==> config.mk <==
export PLATFORM = sky130hd
export DESIGN_NAME = systolic_mm_sequencer
export DESIGN_NICKNAME = d
export VERILOG_FILES = /design/src/rtl/systolic_mm_sequencer.sv
export SDC_FILE = /design/constraint.sdc
export NUM_CORES = 1
export LEC_CHECK = 0
export CELL_PAD_IN_SITES_DETAIL_PLACEMENT = 1
export CELL_PAD_IN_SITES_GLOBAL_PLACEMENT = 1
export CORE_MARGIN = 2
export CORE_UTILIZATION = 27
export CTS_BUF_LIST = sky130_fd_sc_hd__clkbuf_8
export DETAILED_ROUTE_END_ITERATION = 8
export GPL_TIMING_DRIVEN = 0
export HOLD_SLACK_MARGIN = 0.1
export PLACE_DENSITY = 0.77
export SKIP_LAST_GASP = 1
export SLEW_MARGIN = 40
export SYNTH_ARGS = -nofsm -noshare
export SYNTH_HDL_FRONTEND = slang
export SYNTH_SLANG_ARGS = --single-unit
==> constraint.sdc <==
create_clock -name clk -period 2.6 [get_ports clk]
set_input_delay 0.65 -clock clk [delete_from_list [all_inputs] [get_ports clk]]
set_output_delay 0.65 -clock clk [all_outputs]
set_load 0.005 [all_outputs]
==> src/rtl/systolic_mm_sequencer.sv <==
// Sequencer for an NxN systolic multiply array: clears PEs, feeds skewed A/B
// reads, waits for the wavefront to flush, then drains results to C RAM.
module systolic_mm_sequencer #(
  parameter int N  = 8,
  parameter int AW = 6,
  parameter int CW = 11
) (
  input  logic            clk,
  input  logic            rst,
  input  logic            start,
  output logic            busy,
  output logic            done,
  output logic            pe_clr,
  output logic [N-1:0]    a_ren,
  output logic [N*AW-1:0] a_addr,
  output logic [N-1:0]    b_ren,
  output logic [N*AW-1:0] b_addr,
  output logic [N-1:0]    a_zero,
  output logic [N-1:0]    b_zero,
  output logic            c_we,
  output logic [AW-1:0]   c_addr,
  output logic [CW-1:0]   cycles
);

  localparam int FEED_LEN  = 2*N - 1;
  localparam int FLUSH_LEN = N + 1;
  localparam int DRAIN_LEN = N * N;

  typedef enum logic [2:0] {
    S_IDLE, S_CLEAR, S_FEED, S_FLUSH, S_DRAIN, S_DONE
  } state_t;

  state_t        state, state_nxt;
  logic [AW-1:0] cnt;
  logic          cnt_last;
  logic [CW-1:0] run_cnt;

  // State register; the shared step/flush/drain counter restarts on every state entry.
  always_ff @(posedge clk or posedge rst) begin
    if (rst) begin
      state <= S_IDLE;
      cnt   <= '0;
    end else begin
      // NOTE: non-blocking assignments so every register samples pre-edge values.
      state <= state_nxt;
      if (state_nxt != state || state == S_IDLE) cnt <= '0;
      else                                       cnt <= cnt + 1'b1;
    end
  end

  always_comb begin
    // NOTE: default first so no path through the case leaves a latch behind.
    cnt_last = 1'b0;
    case (state)
      S_FEED:  cnt_last = (cnt == AW'(FEED_LEN - 1));
      S_FLUSH: cnt_last = (cnt == AW'(FLUSH_LEN - 1));
      S_DRAIN: cnt_last = (cnt == AW'(DRAIN_LEN - 1));
      default: cnt_last = 1'b0;
    endcase
  end

  always_comb begin
    state_nxt = state;
    case (state)
      S_IDLE:  if (start) state_nxt = S_CLEAR;
      S_CLEAR: state_nxt = S_FEED;
      S_FEED:  if (cnt_last) state_nxt = S_FLUSH;
      S_FLUSH: if (cnt_last) state_nxt = S_DRAIN;
      S_DRAIN: if (cnt_last) state_nxt = S_DONE;
      S_DONE:  state_nxt = S_IDLE;
      default: state_nxt = S_IDLE;
    endcase
  end

  // Lane k is live for steps k..k+N-1, which skews operands onto the diagonal.
  always_comb begin
    busy   = (state != S_IDLE);
    done   = (state == S_DONE);
    pe_clr = (state == S_CLEAR);
    c_we   = (state == S_DRAIN);
    c_addr = (state == S_DRAIN) ? cnt : '0;
    a_ren  = '0;
    b_ren  = '0;
    a_addr = '0;
    b_addr = '0;
    if (state == S_FEED) begin
      for (int k = 0; k < N; k++) begin
        if (int'(cnt) >= k && int'(cnt) <= k + N - 1) begin
          a_ren[k]            = 1'b1;
          b_ren[k]            = 1'b1;
          a_addr[k*AW +: AW]  = AW'(k*N + int'(cnt) - k);
          b_addr[k*AW +: AW]  = AW'((int'(cnt) - k)*N + k);
        end
      end
    end
  end

  // Masks line up with the one-cycle RAM read data; cleared when returning to IDLE.
  always_ff @(posedge clk or posedge rst) begin
    if (rst) begin
      a_zero <= '0;
      b_zero <= '0;
    end else if (state_nxt == S_IDLE) begin
      a_zero <= '0;
      b_zero <= '0;
    end else begin
      a_zero <= ~a_ren;
      b_zero <= ~b_ren;
    end
  end

  // run_cnt is 1 in CLEAR, so the DONE-cycle value spans CLEAR..DONE inclusive.
  always_ff @(posedge clk or posedge rst) begin
    if (rst) begin
      run_cnt <= '0;
      cycles  <= '0;
    end else begin
      if (state == S_IDLE) begin
        if (start) run_cnt <= CW'(1);
      end else if (run_cnt != '1) begin
        run_cnt <= run_cnt + 1'b1;
      end
      if (state == S_DONE) cycles <= run_cnt;
    end
  end

endmodule
==> impl_metrics.env, run 1 <==
export IMPL_status="finished, violations left"
export IMPL_failed_checks="negative setup slack"
export IMPL_startpoint_type="flip-flop"
export IMPL_clockBufferDepth=2
export IMPL_grt_usage=0.208
export IMPL_antennaDiodeCount=0
export IMPL_setup_viol=99
export IMPL_final_cell_mix="132 x buf_6, 84 x buf_4, 39 x clkdlybuf4s50_1, 32 x dfrtp_1, 31 x buf_2"
export IMPL_core_sq_mm=0.0113
export IMPL_syn_area_sq_mm=0.00308
export IMPL_start_util=0.273
export IMPL_syn_to_final_growth_pct=107
export IMPL_cp_slowest_cell="or4_4"
export IMPL_ff2ff_setup_slack_ps=240
export IMPL_cpPeakStageDelay_ps=500
export IMPL_synth_cells=372
export IMPL_fill_cells=1268
export IMPL_path_buf_inv=5
export IMPL_grt_pass1_wl_mm=20.5
export IMPL_synth_seq_area_share=0.317
export IMPL_via_per_inst=4.87
export IMPL_clock_skew_ps=5.38
export IMPL_ys_warnings_count=0
export IMPL_end_kind="output port"
export IMPL_io_buffers=135
export IMPL_postSynthAreaPerCell_sq_um=8.28
export IMPL_ant_nets=0
export IMPL_finalWirelength_mm=16.8
export IMPL_crit_start="state[2]"
export IMPL_tightest_slew_ps=607
export IMPL_finalPower_mw=11.9
export IMPL_worst_path_max_fanout=6
export IMPL_setup_ws_ps=-483
export IMPL_cp_data_required_time_ps=1950
export IMPL_fin_nets=632
export IMPL_grt_use_met3=0.0306
export IMPL_grt_ovfl_total=0
export IMPL_synth_edff_count=0
export IMPL_r2r_start="cnt[1]"
export IMPL_clock_latency_ps=300
export IMPL_clock_fmax_mhz=324
export IMPL_setup_worst_path_class="flip-flop to output port"
export IMPL_slew_viol_final=0
export IMPL_htreeDepth=2
export IMPL_drive_gt1_frac=0.628
export IMPL_vias=3691
export IMPL_p_leak_nw=3.05
export IMPL_dr_pass1_iters=4
export IMPL_hold_path_startpoint="cycles[10]"
export IMPL_min_period_ps=3080
export IMPL_cts_made_buffers=5
export IMPL_vdd_drop_max_uv=1070
export IMPL_p_per_area_mw_per_mm2=1870
export IMPL_drv_cap=0
export IMPL_root_buffer="clkbuf_8"
export IMPL_finalHoldViolCount=0
export IMPL_finalCritPeriodShare=1.19
export IMPL_drt_iter0_markers=205
export IMPL_grt_start_max_net_pins=40
export IMPL_drcViolationCount=0
export IMPL_ys_async_sr_fraction=1.00
export IMPL_ys_flop_type="dfrtp_1"
export IMPL_cts_sinks=39
export IMPL_cts_tree="yes"
export IMPL_clk_pin_slew_worst_paths_ps=80
export IMPL_grt_pass1_vias=3708
export IMPL_synth_ff_latch_count=39
export IMPL_grt_setup_unrepaired="true"
export IMPL_antenna_found_initial=0
export IMPL_place_congestion=0.783
export IMPL_hold_path_class="flip-flop to flip-flop"
export IMPL_arrival_ps=2430
export IMPL_busiest_layer="met2"
export IMPL_die_h_um=111
export IMPL_wire_per_inst_um=22.2
export IMPL_final_common_cell="buf_6"
export IMPL_tns_ps=-29990
export IMPL_globalRouteMet2Util=0.394
export IMPL_die_area_sq_mm=0.0123
export IMPL_die_x_um=111
export IMPL_hpwl_mm=7.98
export IMPL_hold_buffers=0
export IMPL_slew_limit_headroom=0.595
export IMPL_ys_types=50
export IMPL_cp_top_family="simple AND/OR/NAND/NOR gates"
export IMPL_crit_top_cell="buf_6"
export IMPL_critical_path_cell_chain="nand2b_4 > or4_4 > buf_12 > buf_8 > nor3_4 > buf_6 > and2_4 > buf_6 > buf_6"
export IMPL_grtUsageMet1=0.230
export IMPL_io_pins=152
export IMPL_rows=39
worst reg2reg max path, cell delays in order, from the launching register on:
cell        delay, ps
dfrtp_2           500
clkinvlp_4        260
buf_4             220
ha_4              180
nor2b_1           220
or3_4             240
buf_6             130
inv_4              40
buf_6             110
buf_4             130
buf_4             130
nor2_1            130
power by group:
group	internal, mW	leakage, nW	switching (mW)
Clock	0.184	0.0477	0.236
Sequential	0.822	0.474	0.258
Combinational	5.80	2.53	4.57
area by class of cell:
type	instances	area [sq um]	share of cell area
repair buffers	239	2290	0.360
well taps	143	179	0.0281
inverters	21	145	0.0228
clock buffers	5	68.8	0.0108
plain buffers	69	648	0.102
multi-input cells	239	2030	0.319
flip-flops and latches	39	985	0.155
clock inverters	3	15.0	0.00236
state kept, by name, summed over array words and instances, names as in the netlist:
name	flops
b_zero	8
run_cnt	11
cnt	6
cycles	11
state	3
path summary, 6_finish.rpt:
kind / depth (start not counted) / endpoint
max reg2reg: 11 / b_zero[5]
min reg2reg: 2 / cycles[10]
min in group asynchronous: 2 / b_zero[5]
min: 2 / cycles[10]
max: 9 / b_addr[41]
max in group asynchronous: 2 / state[1]
synthesized netlist by cell type, types with 2 or more instances:
master | instances | area, sq um
ha_1 | 15 | 188
buf_4 | 68 | 510
or3_1 | 4 | 25.0
dfrtp_1 | 39 | 976
a41oi_1 | 2 | 17.5
o21ai_0 | 6 | 30.0
nand2_1 | 22 | 82.6
inv_1 | 18 | 67.6
nand3b_1 | 3 | 22.5
xnor2_1 | 11 | 96.3
mux2i_1 | 2 | 20.0
a21oi_1 | 19 | 95.1
xor2_1 | 8 | 70.1
nor2_1 | 54 | 203
o311ai_0 | 2 | 17.5
clkinv_2 | 2 | 10.0
mux2_2 | 10 | 113
a31oi_1 | 4 | 25.0
nor2b_1 | 3 | 18.8
nand4_1 | 3 | 18.8
clkbuf_1 | 13 | 48.8
nor3_1 | 7 | 35.0
and3_1 | 3 | 18.8
and2_1 | 14 | 87.6
a311oi_1 | 2 | 17.5
buf_2 | 5 | 25.0
nand3_1 | 6 | 30.0
nor4_1 | 5 | 31.3
per-stage QoR:
step	setup WS (ps)	hold WS, ps	cells	util	area [sq um]
floorplan	-70.6	473	387	-	3160
global placement	-867	460	665	0.416	4690
detailed placement	-884	481	665	0.416	4690
CTS	-505	500	733	0.521	5870
global route	-506	541	758	0.565	6370
finish	-483	493	758	0.565	6370
cell families (layout without fill, tap and decap cells):
family	Yosys count	in the layout	share of synthesized area
xor+xnor	19	19	0.0540
other cells	1	16	0.00122
fa+ha+maj	15	15	0.0609
buf+inv	109	337	0.221
simple gates	132	132	0.210
compound gates	45	45	0.0930
mux	12	12	0.0431
flops	39	39	0.317
per-layer routing:
| layer | up-vias | part of all wire |
|---|---|---|
| met5 | - | 0 |
| met4 | 0 | 0.058 |
| met3 | 68 | 0.044 |
| met2 | 158 | 0.53 |
| met1 | 1843 | 0.37 |
| li1 | 1622 | - |
what timing repair did:
item | 4_1_cts | 5_1_grt
setup buffers | 77 | 38
pin swaps | 42 | 27
gates resized for setup | 604 | 90
endpoints found under the setup margin | 105 | 104
gates cloned | 0 | 0
Power figures use the tool's default switching activity.
==> run 2, diff against run 1 <==
--- a/config.mk
+++ b/config.mk
@@ -8,12 +8,11 @@
 export CELL_PAD_IN_SITES_DETAIL_PLACEMENT = 1
 export CELL_PAD_IN_SITES_GLOBAL_PLACEMENT = 1
 export CORE_MARGIN = 2
-export CORE_UTILIZATION = 27
+export CORE_UTILIZATION = 29
 export CTS_BUF_LIST = sky130_fd_sc_hd__clkbuf_8
 export DETAILED_ROUTE_END_ITERATION = 8
-export GPL_TIMING_DRIVEN = 0
 export HOLD_SLACK_MARGIN = 0.1
-export PLACE_DENSITY = 0.77
+export PLACE_DENSITY = 0.79
 export SKIP_LAST_GASP = 1
 export SLEW_MARGIN = 40
 export SYNTH_ARGS = -nofsm -noshare
==> constraint.sdc (replaced) <==
create_clock -name clk -period 3.5 [get_ports clk]
set_input_delay 0.875 -clock clk [delete_from_list [all_inputs] [get_ports clk]]
set_output_delay 0.875 -clock clk [all_outputs]
set_load 0.005 [all_outputs]
==> impl_metrics.env, run 2 (same netlist as run 1, synthesis figures left out) <==
export IMPL_hold_slack_ps=495
export IMPL_die_x_um=107
export IMPL_dr_pass1_iters=4
export IMPL_drcViolationCount=0
export IMPL_hold_path_startpoint="cycles[10]"
export IMPL_wl_met3_um=381
export IMPL_clockBufferDepth=2
export IMPL_startpoint_type="flip-flop"
export IMPL_htreeDepth=2
export IMPL_slew_viol_final=0
export IMPL_die_h_um=107
export IMPL_drv_cap=0
export IMPL_setup_viol=0
export IMPL_wl_met1_mm=4.16
export IMPL_fin_util=0.429
export IMPL_grt_ovfl_total=0
export IMPL_clock_latency_ps=300
export IMPL_io_pins=152
export IMPL_worstReg2RegEnd="run_cnt[9]"
export IMPL_clock_fmax_mhz=290
export IMPL_drt_iter0_markers=97
export IMPL_io_buffers=135
export IMPL_syn_to_final_growth_pct=43.7
export IMPL_top_layer_used="met4"
export IMPL_grt_setup_unrepaired="true"
export IMPL_p_leak_nw=1.94
export IMPL_root_buffer="clkbuf_8"
export IMPL_clkPwrFrac=0.078
export IMPL_reg_top3="cycles (11), run_cnt (11), b_zero (8)"
export IMPL_min_path_cells=2
export IMPL_hold_path_end="cycles[10]"
export IMPL_final_common_cell="clkdlybuf4s50_1"
export IMPL_ff2ff_setup_slack_ps=1570
export IMPL_intPower_mw=3.04
export IMPL_final_cell_mix="134 x clkdlybuf4s50_1, 50 x nor2_1, 36 x dfrtp_1, 25 x buf_4, 22 x nand2_1"
export IMPL_via_per_inst=4.64
export IMPL_power_frac_seq=0.150
export IMPL_end_kind="output port"
export IMPL_antenna_found_initial=0
export IMPL_p_per_area_mw_per_mm2=1150
export IMPL_rows=37
export IMPL_slew_limit_headroom=0.654
export IMPL_power_switching_mw=2.05
export IMPL_rr_worst_depth=5
export IMPL_dr_wl_met2_mm=5.09
export IMPL_grt_usage=0.168
export IMPL_r2r_start="run_cnt[0]"
export IMPL_finalCritPeriodShare=0.984
export IMPL_status="completed"
export IMPL_place_congestion=0.838
export IMPL_cp_data_required_time_ps=2620
export IMPL_die_area_sq_mm=0.0115
export IMPL_tightest_slew_ps=519
export IMPL_clock_skew_ps=9.44
export IMPL_grt_start_max_net_pins=40
export IMPL_wire_per_inst_um=16.1
export IMPL_start_util=0.298
export IMPL_core_sq_mm=0.0103
export IMPL_multi_input_area_sq_mm=0.00154
export IMPL_hold_buffers=0
export IMPL_antennaDiodeCount=0
export IMPL_ant_nets=0
export IMPL_min_period_ps=3440
export IMPL_hold_path_class="flip-flop to flip-flop"
export IMPL_swShare=0.403
export IMPL_grt_pass1_wl_mm=15.3
export IMPL_cts_tree="yes"
export IMPL_finalWirelength_mm=9.72
export IMPL_drive_gt1_frac=0.158
export IMPL_finalHoldViolCount=0
export IMPL_vias=2798
export IMPL_fin_nets=484
export IMPL_cts_made_buffers=5
export IMPL_hpwl_mm=7.45
export IMPL_grt_pass1_vias=2839
export IMPL_setup_worst_path_class="flip-flop to output port"
export IMPL_arrival_ps=2570
export IMPL_worst_path_max_fanout=10
export IMPL_final_seq_area_sq_um=980
export IMPL_clk_pin_slew_worst_paths_ps=90
export IMPL_vdd_drop_max_uv=526
export IMPL_fill_cells=1239
export IMPL_pwr_share_comb=0.772
export IMPL_cts_sinks=39
run 2: cell count changes in the layout (fill, tap and decap cells not counted), sizes merged:
| cell | before | now |
|---|---|---|
| bufinv | 0 | 1 |
| clkbuf | 14 | 5 |
| buf | 257 | 25 |
| clkdlybuf4s50 | 39 | 134 |
| clkdlybuf4s15 | 2 | 0 |
| inv | 17 | 19 |
| clkinv | 6 | 3 |
run 2: worst max path at each step:
stage	from	end	slack [ps]	depth (start not counted)
floorplan	cnt[2]	b_addr[23]	460	10
global placement	cnt[1]	b_addr[11]	270	7
detailed placement	cnt[1]	b_addr[35]	220	6
CTS	state[2]	b_addr[23]	-2	6
global route	cnt[2]	b_addr[23]	-60	8
finish	cnt[2]	a_addr[40]	60	8
run 2: metal layers:
layer  GRT usage  up-vias
met5           0        -
met4      0.0334        0
met3      0.0219        5
met2       0.302       81
met1       0.215     1377
li1            -     1335
run 2: layout make-up:
type / count / share of cell area
clock buffers: 5 / 0.0155
clock inverters: 3 / 0.0105
inverters: 21 / 0.0184
multi-input cells: 239 / 0.348
flip-flops and latches: 39 / 0.221
well taps: 136 / 0.0384
repair buffers: 160 / 0.348
run 2: power by group through the flow:
stage | clock network [mW] | logic (mW) | registers (mW)
after floorplan | 0 | 2.07 | 0.738
after global placement | 0 | 3.68 | 0.756
after detailed placement | 0 | 3.76 | 0.765
after CTS | 0.411 | 3.89 | 0.761
after global routing | 0.423 | 4.26 | 0.790
final | 0.396 | 3.93 | 0.765
run 2: critical path, stage by stage (launching register included):
cell and delay, ps:
dfrtp_1 360, buf_4 210, ha_1 190, buf_4 160
inv_1 50, o31a_1 340, buf_4 160, nor4_1 250
clkdlybuf4s50_1 550
run 2: repair_timing:
item                                   in CTS  in global routing
setup endpoints to repair                  47                 73
resized for setup                           9                 17
buffers inserted                            4                  2
endpoints found under the hold margin       0                  0
pin swaps                                   3                  2
run 2: through the flow:
| step | power [mW] | cells | setup TNS, ps | worst slack [ps] | cell area, sq um |
|---|---|---|---|---|---|
| 4_1_cts | 5.07 | 601 | -1.66 | -1.66 | 4370 |
| 3_3_place_gp | 4.44 | 589 | 0 | 269 | 4200 |
| 2_1_floorplan | 2.81 | 387 | 0 | 463 | 3140 |
| 6_report | 5.09 | 603 | 0 | 57.2 | 4430 |
| 5_1_grt | 5.48 | 603 | -267 | -57.7 | 4430 |
| 3_5_place_dp | 4.52 | 589 | 0 | 216 | 4200 |
